[config.mk]
export PLATFORM = sky130hd
export DESIGN_NAME = vdp_sprite_line_scheduler
export DESIGN_NICKNAME = d
export VERILOG_FILES = /design/src/rtl/vdp_sprite_line_scheduler.sv
export SDC_FILE = /design/constraint.sdc
export NUM_CORES = 1
export LEC_CHECK = 0
export ABC_AREA = 1
export BUFFER_PORTS_ARGS = -buffer_cell sky130_fd_sc_hd__buf_2
export CAP_MARGIN = 10
export CORE_ASPECT_RATIO = 1.2
export CORE_MARGIN = 2
export CORE_UTILIZATION = 55
export CTS_CLUSTER_DIAMETER = 50
export DETAILED_ROUTE_END_ITERATION = 10
export GPL_TIMING_DRIVEN = 0
export PLACE_DENSITY = 0.81
export SLEW_MARGIN = 30
export SYNTH_ARGS = -nofsm -noshare
export SYNTH_HDL_FRONTEND = slang
export SYNTH_SLANG_ARGS = --single-unit
[constraint.sdc]
create_clock -name clk -period 4.2 [get_ports clk]
set_clock_uncertainty 0.1 [all_clocks]
set_input_delay 0.42 -clock clk [delete_from_list [all_inputs] [get_ports clk]]
set_output_delay 0.42 -clock clk [all_outputs]
set_load 0.02 [all_outputs]
[src/rtl/vdp_sprite_line_scheduler.sv]
// Per-scanline sequencer for the sprite collision evaluator.
// Ping-pongs the two hit-list banks between the evaluator and the renderer.
module vdp_sprite_line_scheduler #(
  parameter int HIT_LIST_DEPTH = 256
) (
  input  logic       clk,
  input  logic       reset,
  input  logic       enable,
  input  logic       line_start,
  input  logic [8:0] line_y,
  output logic       eval_restart,
  output logic [8:0] eval_raster_y,
  input  logic       eval_finished,
  input  logic [8:0] eval_hit_list_index,
  output logic       write_bank,
  output logic       read_bank,
  output logic [8:0] read_hit_count,
  output logic       render_start,
  output logic       busy,
  output logic       overrun,
  output logic [7:0] overrun_count
);

  typedef enum logic [1:0] {
    IDLE    = 2'd0,
    RESTART = 2'd1,
    EVAL    = 2'd2,
    DONE    = 2'd3
  } state_t;

  localparam logic [8:0] DEPTH_LIMIT = 9'(HIT_LIST_DEPTH);

  state_t     state, state_next;
  logic [8:0] hit_count, hit_count_next;
  logic [8:0] raster_y_next;
  logic [8:0] read_hit_count_next;
  logic       write_bank_next, read_bank_next;
  logic       render_start_next, overrun_next;
  logic [7:0] overrun_count_next;
  logic       eval_restart_next, busy_next;

  always_ff @(posedge clk) begin
    if (reset) begin
      state          <= IDLE;
      eval_restart   <= 1'b0;
      eval_raster_y  <= 9'd0;
      write_bank     <= 1'b0;
      read_bank      <= 1'b1;
      read_hit_count <= 9'd0;
      hit_count      <= 9'd0;
      render_start   <= 1'b0;
      busy           <= 1'b0;
      overrun        <= 1'b0;
      overrun_count  <= 8'd0;
    end else begin
      state          <= state_next;
      eval_restart   <= eval_restart_next;
      eval_raster_y  <= raster_y_next;
      write_bank     <= write_bank_next;
      read_bank      <= read_bank_next;
      read_hit_count <= read_hit_count_next;
      hit_count      <= hit_count_next;
      render_start   <= render_start_next;
      busy           <= busy_next;
      overrun        <= overrun_next;
      overrun_count  <= overrun_count_next;
    end
  end

  always_comb begin
    state_next          = state;
    raster_y_next       = eval_raster_y;
    write_bank_next     = write_bank;
    read_bank_next      = read_bank;
    read_hit_count_next = read_hit_count;
    hit_count_next      = hit_count;
    render_start_next   = 1'b0;
    overrun_next        = 1'b0;
    overrun_count_next  = overrun_count;

    case (state)
      IDLE: begin
        if (line_start) begin
          if (enable) begin
            state_next    = RESTART;
            raster_y_next = line_y;
          end else begin
            read_hit_count_next = 9'd0;
            render_start_next   = 1'b1;
          end
        end
      end

      RESTART, EVAL: begin
        // A new line before finish aborts the evaluation; the renderer gets an empty list.
        if (line_start) begin
          overrun_next        = 1'b1;
          read_hit_count_next = 9'd0;
          render_start_next   = 1'b1;
          if (overrun_count != 8'hFF)
            overrun_count_next = overrun_count + 8'd1;
          if (enable) begin
            state_next    = RESTART;
            raster_y_next = line_y;
          end else begin
            state_next = IDLE;
          end
        end else if (state == RESTART) begin
          state_next = EVAL;
        end else if (eval_finished) begin
          // The index idles at 0x1FF, so anything above capacity is clamped.
          hit_count_next = (eval_hit_list_index > DEPTH_LIMIT) ? DEPTH_LIMIT
                                                               : eval_hit_list_index;
          state_next     = DONE;
        end
      end

      DONE: begin
        if (line_start) begin
          read_bank_next      = write_bank;
          write_bank_next     = ~write_bank;
          read_hit_count_next = hit_count;
          render_start_next   = 1'b1;
          if (enable) begin
            state_next    = RESTART;
            raster_y_next = line_y;
          end else begin
            state_next = IDLE;
          end
        end
      end

      default: state_next = IDLE;
    endcase

    eval_restart_next = (state_next == RESTART);
    busy_next         = (state_next == RESTART) || (state_next == EVAL);
  end

endmodule

==> results of run 1 <==
layout make-up:
| cell class | count | share of cell area |
|---|---|---|
| multi-input cells | 188 | 0.392 |
| flip-flops and latches | 43 | 0.359 |
| repair buffers | 54 | 0.113 |
| inverters | 29 | 0.0464 |
| clock buffers | 6 | 0.0344 |
| plain buffers | 8 | 0.0214 |
| well taps | 37 | 0.0193 |
| clock inverters | 2 | 0.0146 |
worst max-delay path, cell delays in order (launching register included):
cell and delay, ps:
dfxtp_1 420, inv_1 120, ha_1 460, inv_2 110, a21oi_1 140, nand2_1 70, nand2_1 60, nand2_1 50
inv_1 60, ha_1 220, nor2_1 90
cell families (layout without fill, tap and decap cells):
kind of cell / count (synthesis) / count (layout) / synth area share
DFF: 43 / 43 / 0.438
buffers and inverters: 37 / 99 / 0.0828
adders and majority gates: 8 / 8 / 0.0510
and+or+nand+nor: 123 / 123 / 0.260
AOI/OAI and AO/OA: 56 / 56 / 0.164
xor gates and xnor gates: 1 / 1 / 0.00446
sequential cells by signal, indices dropped and copies added (netlist names):
register	cells
hit_count	9
overrun	1
write_bank	1
state	2
eval_restart	1
overrun_count	8
read_bank	1
busy	1
read_hit_count	9
eval_raster_y	9
render_start	1
path summary, 6_finish.rpt:
check / start / to / slack, ps / depth (start not counted)
worst max-delay path: state[0] / busy / 2240 / 10
worst min-delay path: reset / render_start / 230 / 2
worst max register to register: state[0] / busy / 2240 / 10
worst min register to register: read_bank / read_bank / 350 / 1
where the power goes:
group	total, W	leakage, nW	internal [W]	switching [W]
clock network	0.000335	0.0612	0.000192	0.000142
logic	0.000161	0.738	0.0000581	0.000103
registers	0.000443	0.350	0.000432	0.0000116
total	0.000939	1.15	0.000682	0.000257
synthesized netlist by cell type (2+ instances only):
cell / count
dfxtp_1: 43
buf_2: 2
nand4_1: 3
nor2_1: 32
inv_1: 26
nand2_1: 68
ha_1: 8
a21oi_1: 35
o21ai_0: 12
nand3_1: 14
buf_6: 2
inv_2: 2
a21oi_2: 2
clkbuf_1: 3
per-stage QoR:
step / hold WS (ps) / power [W]
floorplan: 349 / 0.000564
global placement: 331 / 0.000611
detailed placement: 337 / 0.000615
CTS: 225 / 0.000943
global route: 234 / 0.000986
finish: 225 / 0.000939
metal layers:
metal / global-route usage / wire length (um) / share of wire
met1: 0.247 / 1740 / 0.42
met2: 0.391 / 2080 / 0.50
met3: 0.0634 / 256 / 0.062
met4: 0.0698 / 70 / 0.017
met5: 0 / 0 / 0
==> flow_summary.yaml, run 1 <==
finish:
  finish.utilization: 0.712
  area_growth_pct: 22.1
  final_common_cell: "nand2_1"
  n_antenna_cell: 0
  fillCellCount: 288
  final_cell_count_no_fill: 367
  mostFrequentLayoutCells: "nand2_1, buf_2, dfxtp_1"
  multiInputGateArea_sq_um: 941
  ff_latch_area_sq_um: 861
  fin_nets: 360
  stdcell_area_sq_mm: 0.00240
  drive_above_1_share: 0.239
placed_design:
  place_ws_ps: 2250
  placed_area_sq_mm: 0.00228
  dp_cells: 359
  globalplace.congestion: 0.809
  hpwl_um: 3060
  port_buffers: 54
global_route:
  grt_max_degree: 14
  overflow: 0
  antenna_found_initial: 0
  grt_usage: 0.221
  grt_first_pass_wirelength_um: 7160
  grt_pass1_vias: 1727
timing:
  clock.fmax_mhz: 510
  rsz0062_at_grt: "false"
  worstMarginPinSlew_ps: 465
  max_slew_margin: 0.690
  slew_viol_final: 0
  layout_min_cycle_time_ps: 1960
  setup_slack_ps: 2240
  post-route-period-util: 0.467
  setup_violations: 0
  finalSetupTns_ps: 0
  hold_violations: 0
floorplanning:
  rows: 23
  core_sq_mm: 0.00337
  die_w_um: 58.6
  io_pins: 55
  start_util: 0.583
  dieArea_sq_mm: 0.00407
  die_y_um: 69.5
clock_network:
  cts_made_buffers: 5
  cts-resized-gates: 0
  cts.path.max_buffers: 2
  cts_tree: "built"
  clkSinkCount: 43
  clkTransAtPathRegs_ps: 80
  post_cts_buffers: 0
  hold_buffers: 0
  cts-root-buf: "clkbuf_8"
  clk_latency_ps: 300
  htree_levels: 2
yosys:
  yosys_register_bits: 43
  ys_seq_area_frac: 0.438
  syn_area_per_cell_sq_um: 7.33
  synth_area_sq_mm: 0.00196
  yosys.area.top_type: "dfxtp_1"
  synth_cell_types: 30
  yosysWarnings: 0
  syn_inst: 268
  synth_edf_count: 0
  yosysTopAreaCellShare: 0.438
  async_reset_ff_frac: 0
  synth_fp_nets: 299
  ys_top_cells_by_area: "dfxtp_1, nand2_1, a21oi_1, nor2_1, ha_1"
  yosys_most_used_dff: "dfxtp_1"
pwr:
  irDropWorstVdd_v: 0.000370
  p_per_area_mw_per_mm2: 391
  leakage_nw: 1.15
critical_path:
  end_kind: "flip-flop"
  cp-start-kind: "flip-flop"
  critical_path.max_fanout: 6
  critPathKind: "reg -> reg"
  required_ps: 4340
  arrival_ps: 2100
route:
  final_antenna_net_count: 0
  drt_iter0_markers: 97
  viasPerCell: 5.10
  wl_per_cell_um: 11.3
  vias: 1871
  drc: 0
  detail_route.first_pass.iterations: 4
  wirelength_um: 4140
run_status:
  status: "finished, final reports clean"
job:
  drv_cap: 0
worst_hold_path:
  hp-class: "in -> reg"
No activity file was read; power rests on OpenSTA's default activity.
==> run 2, diff against run 1 <==
- ABC_AREA: 1 -> 0
- CORE_UTILIZATION: 55 -> 46
- PLACE_DENSITY: 0.81 -> 0.72
- clock period: 4.2 -> 1.74 ns (I/O delays scaled with it)
==> run 2 against run 1 <==
The run now ends with setup timing left; flip-flop and latch count did not move; global-route usage is essentially flat; sequential share of layout area decreased by 5.4 points; wire length increased by 26%; utilization down 0.14 points; non-clock buffer count is 20 higher; hold slack lost 180 ps; maximum frequency grew 7.8%; count of clock-buffer cells in the layout grew 1; die area increased by 17%; register-to-register slack got worse by 2300 ps; critical path depth is 4 lower; highest routed layer unchanged.
==> flow_summary.yaml, run 2 <==
yosys:
  synth_cell_types: 44
  yosysTopAreaCellShare: 0.444
  synth_area_sq_mm: 0.00194
  yosys_most_used_dff: "dfxtp_1"
  syn_area_per_cell_sq_um: 8.80
  synth_fp_nets: 251
  async_reset_ff_frac: 0
  synth_edf_count: 0
  yosys.area.top_type: "dfxtp_1"
  syn_inst: 220
  ys_seq_area_frac: 0.444
  ys_top_cells_by_count: "dfxtp_1, a21oi_1, nand3_1, nand2_1, o21ai_1"
  synth_most_common_cell: "dfxtp_1"
  yosysWarnings: 0
  ys_top_cells_by_area: "dfxtp_1, a21oi_1, nand3_1, ha_1, nand3b_1"
  yosys_register_bits: 43
route:
  vias: 1915
  final_antenna_net_count: 0
  wirelength_um: 5230
  drc: 0
  drt_iter0_markers: 75
  wl_per_cell_um: 15.0
  detail_route.first_pass.iterations: 4
  viasPerCell: 5.47
finish:
  largestRegisters: "eval_raster_y x9, hit_count x9, read_hit_count x9"
  final_common_cell: "buf_2"
  mostFrequentLayoutCells: "buf_2, dfxtp_1, a21oi_2, nand3_2, nand2_1"
  area_growth_pct: 47.0
  stdcell_area_sq_mm: 0.00285
  n_antenna_cell: 0
  final_cell_count_no_fill: 350
  finish.utilization: 0.711
  drive_above_1_share: 0.486
  fin_nets: 326
timing:
  clock.fmax_mhz: 550
  setup_slack_ps: -79.5
  slew_viol_final: 0
  max_slew_margin: 0.530
  post-route-period-util: 1.05
  rsz0062_at_grt: "true"
  setup_violations: 21
  layout_min_cycle_time_ps: 1820
  worstMarginPinSlew_ps: 704
  hold_violations: 0
pwr:
  leakage_nw: 1.10
  p_per_area_mw_per_mm2: 758
  irDropWorstVdd_v: 0.000376
critical_path:
  end_kind: "flip-flop"
  required_ps: 1810
  arrival_ps: 1890
  critPathKind: "reg -> reg"
  critical_path.max_fanout: 4
  cp-start-kind: "flip-flop"
clock_network:
  cts_made_buffers: 5
  cts.path.max_buffers: 2
  clkTransAtPathRegs_ps: 80
  clkSinkCount: 43
  clk_latency_ps: 280
  cts-root-buf: "clkbuf_8"
  htree_levels: 2
  cts_tree: "built"
placed_design:
  placed_area_sq_mm: 0.00231
  globalplace.congestion: 0.755
  port_buffers: 53
  dp_cells: 327
  hpwl_um: 3230
floorplanning:
  die_y_um: 75.1
  die_w_um: 63.2
  core_sq_mm: 0.00400
  rows: 25
  io_pins: 55
  dieArea_sq_mm: 0.00475
  start_util: 0.484
worst_hold_path:
  hp-class: "in -> reg"
global_route:
  antenna_found_initial: 0
  grt_pass1_vias: 1793
  grt_first_pass_wirelength_um: 8270
  overflow: 0
  grt_usage: 0.221
  grt_max_degree: 14
job:
  drv_cap: 0
run_status:
  violations: "setup timing"
  status: "finished, violations left"
run 2: layout make-up:
cell class	count	area (sq um)
inverter	3	16.3
multi-input combinational	160	1310
clock inverter	1	6.26
tap	54	67.6
clock buffer	7	96.3
fill	321	1160
sequential	43	868
buffer	12	77.6
timing repair buffer	70	408
run 2: worst max-delay path, cell delays in order, from the launching register on:
cell and delay [ps]:
dfxtp_4 370, buf_4 140, or4b_4 520, a31oi_4 210
a21oi_2 40, ha_1 270, nor2_1 30
run 2: path summary, 6_finish.rpt:
path / startpoint / to / slack, ps / depth (start not counted)
max: state[1] / busy / -80 / 6
min: line_y[4] / eval_raster_y[4] / 50 / 3
max reg2reg: state[1] / busy / -80 / 6
min reg2reg: hit_count[6] / hit_count[6] / 360 / 2
run 2: metal layers:
layer	wire length, um	vias to the layer above	track usage
li1	-	953	-
met1	2230	912	0.273
met2	2760	46	0.401
met3	207	4	0.0374
met4	34	0	0.0652
met5	0	-	0
run 2: timing repair:
item / 4_1_cts / 5_1_grt
hold buffers: 0 / 0
endpoints found under the hold margin: 0 / 0
gates resized for setup: 32 / 38
gates cloned: 2 / 0
buffers inserted: 13 / 3
endpoints found under the setup margin: 21 / 33
pin swaps: 27 / 34
run 2: report_power, final:
group / total (W) / leakage [nW] / internal (W) / switching, W
registers: 0.00104 / 0.350 / 0.00101 / 0.0000221
logic: 0.000426 / 0.690 / 0.000189 / 0.000237
clock network: 0.000695 / 0.0548 / 0.000362 / 0.000333
run 2: stage by stage:
| stage | setup TNS, ps | setup WS, ps | total power [W] | hold WS, ps |
|---|---|---|---|---|
| after floorplan | -32.2 | -30.2 | 0.00125 | 210 |
| after global placement | -647 | -193 | 0.00134 | 340 |
| after detailed placement | -1040 | -202 | 0.00135 | 343 |
| after CTS | -932 | -93.9 | 0.00210 | 44.1 |
| after global routing | -2590 | -156 | 0.00224 | 56.5 |
| final | -1170 | -79.5 | 0.00216 | 48.7 |
run 2: kinds of logic (layout without fill, tap and decap cells):
logic type / after synthesis / in the layout / synth area share
AO/OA/AOI/OAI: 60 / 60 / 0.187
XOR/XNOR: 1 / 1 / 0.00452
adder cells (fa/ha/maj): 8 / 8 / 0.0517
buffers and inverters: 17 / 93 / 0.0368
flip-flops: 43 / 43 / 0.444
multiplexers: 3 / 3 / 0.0168
AND/OR/NAND/NOR: 88 / 88 / 0.259
